<file path="config.mk">
export PLATFORM = sky130hd
export DESIGN_NAME = calc_arbiter
export DESIGN_NICKNAME = d
export VERILOG_FILES = /design/src/rtl/calc_pkg.sv /design/src/rtl/rr_arb2.sv /design/src/rtl/calc_arbiter.sv
export SDC_FILE = /design/constraint.sdc
export NUM_CORES = 1
export LEC_CHECK = 0
export ABC_AREA = 1
export ABC_CLOCK_PERIOD_IN_PS = 3000
export CAP_MARGIN = 20
export CORE_MARGIN = 8
export CORE_UTILIZATION = 45
export DETAILED_ROUTE_END_ITERATION = 10
export PLACE_DENSITY = 0.86
export SLEW_MARGIN = 20
export SYNTH_ARGS = -nofsm -noshare
export SYNTH_HDL_FRONTEND = slang
export SYNTH_HIERARCHICAL = 1
export SYNTH_SLANG_ARGS = --single-unit
</file>
<file path="constraint.sdc">
create_clock -name clk -period 3 [get_ports clk]
set_input_delay 0.75 -clock clk [delete_from_list [all_inputs] [get_ports clk]]
set_output_delay 0.75 -clock clk [all_outputs]
set_load 0.05 [all_outputs]
</file>
<file path="src/rtl/calc_pkg.sv">
// Shared types and widths for the calculator arbiter slice.
package calc_pkg;

  localparam int unsigned OPND_W = 8;
  localparam int unsigned RES_W  = 27;

  typedef enum logic [1:0] {
    OP_ADD = 2'b00,
    OP_SUB = 2'b01,
    OP_MUL = 2'b10,
    OP_DIV = 2'b11
  } op_t;

  typedef enum logic [1:0] {
    IDLE = 2'b00,
    BUSY = 2'b01,
    RESP = 2'b10
  } state_t;

endpackage

</file>
<file path="src/rtl/rr_arb2.sv">
// Two-way round-robin grant: a lone requester wins, a tie goes to the one not granted last.
module rr_arb2 (
  input  logic [1:0] valid,
  input  logic       last_grant,
  output logic [1:0] grant
);

  always_comb begin
    grant = '0;
    if (valid == 2'b11) grant = last_grant ? 2'b01 : 2'b10;
    else                grant = valid;
  end

endmodule

</file>
<file path="src/rtl/calc_arbiter.sv">
// Shares one calculator datapath between two requesters; one operation in flight,
// response tagged with the requester id and held until accepted.
module calc_arbiter
  import calc_pkg::*;
#(
  parameter int unsigned CALC_LAT = 1
) (
  input  logic                  clk,
  input  logic                  rst,
  input  logic [1:0]            req_valid,
  output logic [1:0]            req_ready,
  input  logic [2*OPND_W-1:0]   req_a,
  input  logic [2*OPND_W-1:0]   req_b,
  input  logic [3:0]            req_op,
  output logic [OPND_W-1:0]     calc_a,
  output logic [OPND_W-1:0]     calc_b,
  output logic [1:0]            calc_op,
  input  logic [RES_W-1:0]      calc_s,
  output logic                  resp_valid,
  input  logic                  resp_ready,
  output logic                  resp_id,
  output logic [RES_W-1:0]      resp_s,
  output logic                  resp_err
);

  localparam logic [3:0] LAT_M1 = 4'(CALC_LAT - 1);

  state_t              state;
  logic                last_grant;
  logic [3:0]          cnt;
  logic [1:0]          grant;
  logic                accept;
  logic                accept_id;
  logic [OPND_W-1:0]   sel_a;
  logic [OPND_W-1:0]   sel_b;
  op_t                 sel_op;

  rr_arb2 u_arb (
    .valid      (req_valid),
    .last_grant (last_grant),
    .grant      (grant)
  );

  always_comb begin
    req_ready = (state == IDLE) ? (grant & req_valid) : '0;
    accept    = |req_ready;
    accept_id = req_ready[1];
    sel_a     = accept_id ? req_a[2*OPND_W-1:OPND_W] : req_a[OPND_W-1:0];
    sel_b     = accept_id ? req_b[2*OPND_W-1:OPND_W] : req_b[OPND_W-1:0];
    sel_op    = op_t'(accept_id ? req_op[3:2] : req_op[1:0]);
  end

  always_ff @(posedge clk or posedge rst) begin
    if (rst) begin
      state      <= IDLE;
      last_grant <= 1'b1;
      cnt        <= '0;
      calc_a     <= '0;
      calc_b     <= '0;
      calc_op    <= '0;
      resp_valid <= 1'b0;
      resp_id    <= 1'b0;
      resp_s     <= '0;
      resp_err   <= 1'b0;
    end else begin
      case (state)
        IDLE: begin
          if (accept) begin
            last_grant <= accept_id;
            resp_id    <= accept_id;
            // Divide by zero bypasses the datapath so calc_* keep their previous values.
            if (sel_op == OP_DIV && sel_b == '0) begin
              resp_err   <= 1'b1;
              resp_s     <= '0;
              resp_valid <= 1'b1;
              state      <= RESP;
            end else begin
              calc_a  <= sel_a;
              calc_b  <= sel_b;
              calc_op <= sel_op;
              cnt     <= LAT_M1;
              state   <= BUSY;
            end
          end
        end
        BUSY: begin
          if (cnt == '0) begin
            resp_s     <= calc_s;
            resp_err   <= 1'b0;
            resp_valid <= 1'b1;
            state      <= RESP;
          end else begin
            cnt <= cnt - 1'b1;
          end
        end
        RESP: begin
          if (resp_ready) begin
            resp_valid <= 1'b0;
            state      <= IDLE;
          end
        end
        default: state <= IDLE;
      endcase
    end
  end

endmodule

</file>
Word-level counts from Yosys, hierarchy flattened

Cells that the tools add are included.
Widths: inputs -> output; s select.

Output and inout bits: 50
Register bits after elaboration: 55
Input bits: 68
Word-level logic and storage cells: 62

Multiplexer cells: 26
Bitwise gates (word level): 2
Reduce and logical (&&, ||, !) cells: 13
Eq/ne operators: 10
$add $sub $neg: 1

Operators with widths:

| cell                | count |
|---|---|
| $mux 27             | 3 |
| $pmux 27 s2         | 1 |
| $mux 2              | 8 |
| $mux 8              | 2 |
| $mux 4              | 3 |
| $ne 2x2->1 const B  | 5 |
| $logic_not 8->1     | 1 |
| $pmux 4 s2          | 1 |
| $reduce_and 4->1    | 2 |
| $eq 2x2->1 const B  | 3 |
| $pmux 2 s3          | 1 |
| $reduce_and 3->1    | 2 |
| $mux 1              | 5 |
| $reduce_and 5->1    | 1 |
| $logic_not 4->1     | 1 |
| $sub 4x1->4 const B | 1 |
| $pmux 1 s3          | 1 |
| $reduce_bool 3->1   | 1 |
| $and 2x2->2         | 1 |
| $eq 2x1->1 const B  | 1 |
| $logic_not 2->1     | 1 |
| $ne 2x1->1 const B  | 1 |
| $pmux 1 s2          | 1 |
| $reduce_and 2->1    | 1 |
| other kinds (4)     | 4 |

Depth between registers and ports, before layout

Depth in word-level cells: 10
Mapped depth: 16
Depth with buffers taken out: 14

Hierarchy

The synthesis kept the hierarchy.

Modules (own cells, without submodules):

| module       | cells each | instances | sequential area each (µm²) | area an instance (µm²) |
|---|---|---|---|---|
| calc_arbiter | 307        | 1         | 1,377.6                    | 2,581.2 |
| rr_arb2      | 5          | 1         | 0.0                        | 21.3 |

Worst setup path before layout

OpenSTA, ideal clock, no wires.

Path kind: in2reg
Start point: input port req_valid[1]
End point: register resp_s[0]
Cell stages on the path: 12
Setup slack: 0.457 ns
Data required time: 2.934 ns
Path buffers: 1
Arrival time: 2.477 ns
Cells stage by stage: inv_1 > nand2_1 > nand2_1 > nand2_1 > nor2_1 > nor2_2 > inv_2 > o21ai_2 > nor2_4 > buf_2 > nand3_1 > nand2_1

Elaborated cells between the ends (all ways): 13

RTL lines:

| what                       | RTL line           | source |
|---|---|---|
| start: declaration         | calc_arbiter.sv:10 | `input logic [1:0] req_valid,` |
| $eq 2x2->1                 | rr_arb2.sv:10      | `if (valid == 2'b11) grant = last_grant ? 2'b01 : 2'b10;` |
| $mux 2                     | rr_arb2.sv:10      |  |
| named net grant[0]         | calc_arbiter.sv:31 | `logic [1:0] grant;` |
| $and 2x2->2                | calc_arbiter.sv:45 | `req_ready = (state == IDLE) ? (grant & req_valid) : '0;` |
| $mux 2                     | calc_arbiter.sv:45 |  |
| named net req_ready[0]     | calc_arbiter.sv:11 | `output logic [1:0] req_ready,` |
| $reduce_or 2->1            | calc_arbiter.sv:46 | `accept = \|req_ready;` |
| $ne 2x2->1 (no line)       | n/a                |  |
| $reduce_and 4->1 (no line) | n/a                |  |
| end signal: assignment     | calc_arbiter.sv:88 | `resp_s <= calc_s;` |
| end: declaration           | calc_arbiter.sv:22 | `output logic [RES_W-1:0] resp_s,` |

The timed path passes the listed nets, and every way through them passes these cells.
A chain may end at the register's enable or synchronous reset.

Final worst setup path

Start point: input port req_valid[1]
End point: output port req_ready[1]

Longest elaborated chain between the ends: 4

Ends and longest elaborated chain:

| what               | RTL line |
|---|---|
| $eq 2x2->1         | rr_arb2.sv:10 |
| $mux 2 (*)         | rr_arb2.sv:10 |
| named net grant[1] | calc_arbiter.sv:31 |
| $and 2x2->2 (*)    | calc_arbiter.sv:45 |
| $mux 2 (*)         | calc_arbiter.sv:45 |
| end: declaration   | calc_arbiter.sv:11 |

Mark *: on every way through the listed nets, which the timed path passes. The rest lies on a longest branch.

==> flow_summary.ini <==
[clock_tree]
clockBufferDepth = 2
hold_buffers = 0
cts.sinks = 55
cts_buffers = 5
cts_setup_buffers = 0
cts_tree = done
worstSkewPairLatency_ps = 310
cts.repair.resized = 0
ctsHtreeMaxLevel = 2
cts_root_buf = clkbuf_8
cts.clk_slew.worst_paths_ps = 100

[setup_path]
critPathArrivalTime_ps = 1980
crit_family = buffers and inverters
rrSetupSlack_ps = 750
r2r_cells = 14
crit_path_cell_trace = clkdlybuf4s50_1, inv_1, a21oi_1, nand2_1, nor2_4, buf_12
critPathKind = in -> out
path_buf_inv = 3
required_ps = 2250
r2r-start = last_grant
crit_start = req_valid[1]
regToRegEndpoint = resp_s[19]
cpPeakStageDelay_ps = 500
endpoint_kind = output port
worst-path-max-fanout = 6
path_depth = 6
slowest_stage = clkdlybuf4s50_1
endpoint = req_ready[1]
worst_setup_path_start_kind = primary input

[sta]
slew_violations = 0
fin_crit_sh_pct = 91.1
fmax_ghz = 0.366
final-hold-violation-count = 0
worst_clock_skew_ps = 4.49
tightest_slew_ps = 550
final-setup-viol-count = 0
rsz0062_at_grt = false
max_slew_margin_pct = 63.2
period_needed_ps = 2730

[logic_synthesis]
yosysWarnings = 6
synth_nets = 382
yosysTopAreaCell = dfrtp_1
synth-async-reset-ratio_pct = 100
netlist_area_mm2 = 0.00260
synth_edf_count = 0
synth.top_cell.area_share_pct = 51.9
ys_seq_area_share_pct = 52.9
synth.avg_cell_area_um2 = 8.34
synth.distinct_cells = 24
synth_flop_cell = dfrtp_1
ys_ff_latch = 55
netlist_instances = 312
synthTopCellsByArea = dfrtp_1 52%, nand2_1 19%, nand3_1 7.7%

[run_status]
status = complete, no violations

[die]
coreArea_mm2 = 0.00554
die_y_um = 92.1
rows = 27
ios = 118
die-area_mm2 = 0.00847
die_w_um = 92.1
start_util_pct = 47.0

[finish]
post-route-util_pct = 72.4
antennaDiodeCount = 0
nFillCells = 429
area_delta_synth_final_pct = 54.0
instances_no_fill = 505
multi_input_area_mm2 = 0.00105
regArea_mm2 = 0.00138
layout_commonest_cell = nand2_1
drive_above_1_share_pct = 8.31
final_cell_mix = 129 x nand2_1, 115 x clkdlybuf4s50_1, 54 x dfrtp_1
fin_nets = 502

[global_route]
grt_pass1_wl_um = 12500
antenna_found_initial = 0
grt_pass1_vias = 2487
grt_usage_pct = 18.2
met3_usage_pct = 3.91
grt_overflow = 0
grt_max_degree = 31
busiest_layer = met2
grtUsageMet1_pct = 20.7
use_met2_pct = 32.7

[hold_path]
hp-class = reg -> reg
hold_path_depth = 2

[detailed_routing]
wirelength_um = 7460
drc_errors = 0
via_per_inst = 4.84
wl_per_cell_um = 14.8
first_iter_violations = 118
ant_nets = 0
firstDrtPassIters = 4
vias = 2443

[power]
ir_worst_vdd_mv = 0.704
cellLeakagePower_uw = 0.00202
powerDensity_mw_per_mm2 = 1120

[placement]
gp_congestion = 0.798
hpwlAfterDp_um = 5870
portBuffers = 117
place_inst = 497

[job]
max_cap_violations = 0
synthesized netlist by cell type (all sizes together) (2+ instances only):
cell type / instances
o21ai: 17
dfrtp: 54
ha: 2
nor2: 11
nand2: 132
xor2: 2
mux2i: 8
nor3: 2
nand3: 41
buf: 11
inv: 23
clkbuf: 2
nand3b: 3
a21oi: 2
layout make-up:
| type | instances | share of cell area (%) |
|---|---|---|
| Multi-Input combinational cell | 221 | 26.2 |
| Clock inverter | 2 | 0.968 |
| Inverter | 23 | 2.15 |
| Clock buffer | 6 | 2.06 |
| Timing Repair Buffer | 126 | 32.0 |
| Tap cell | 72 | 2.25 |
| Sequential cell | 55 | 34.4 |
sequential cells by signal (all words and copies together), names as in the netlist:
register and cells:
resp_err 1, cnt 4, state 2, resp_s 27, calc_b 8, calc_op 2, last_grant 1, resp_valid 1
calc_a 8, resp_id 1
worst min-delay path, cell delays in order (launching register included):
cell	delay, ps
dfrtp_1	350
nand2_1	50
nand2_1	50
metal layers:
layer | wire, um | share of wire [%] | vias up
li1 | - | - | 1221
met1 | 2980 | 40 | 1147
met2 | 3990 | 54 | 63
met3 | 321 | 4.3 | 12
met4 | 165 | 2.2 | 0
met5 | 0 | 0 | -
how the worst min path moves through the flow:
stage,to,slack [ps],start
after global placement,resp_s[5],450,resp_s[5]
after detailed placement,calc_op[1],460,calc_op[1]
after global routing,resp_s[4],500,resp_s[4]
after floorplan,last_grant,450,last_grant
after CTS,resp_s[18],480,resp_s[18]
final,resp_s[2],480,resp_s[2]
power breakdown:
group | switching, uW | leakage, uW | total [uW] | internal, uW
registers | 185 | 0.000699 | 1250 | 1060
clock network | 257 | 0.0000618 | 532 | 275
logic | 1820 | 0.00126 | 2710 | 897
total | 2260 | 0.00202 | 4490 | 2230
cells by family (layout without fill, tap and decap cells):
group	after synthesis	after routing	synth area share, %
XOR/XNOR	2	2	0.673
adder cells (fa/ha/maj)	2	2	0.961
flip-flops	55	55	52.9
multiplexers	8	8	3.08
AND/OR/NAND/NOR	190	190	31.8
AO/OA/AOI/OAI	19	19	3.80
buffers and inverters	36	157	6.73
metrics by stage:
stage               cell area [um^2]  hold slack, ps  setup TNS, ps  worst slack [ps]  power (uW)
floorplan                       2600             451              0               457        3060
global placement                3890             453              0              97.5        3930
detailed placement              3890             459          -41.9             -23.0        4000
CTS                             4010             483              0               244        4520
global route                    4010             500              0               125        4770
finish                          4010             478              0               268        4490
Note: power is estimated with default switching activity, not from simulation.
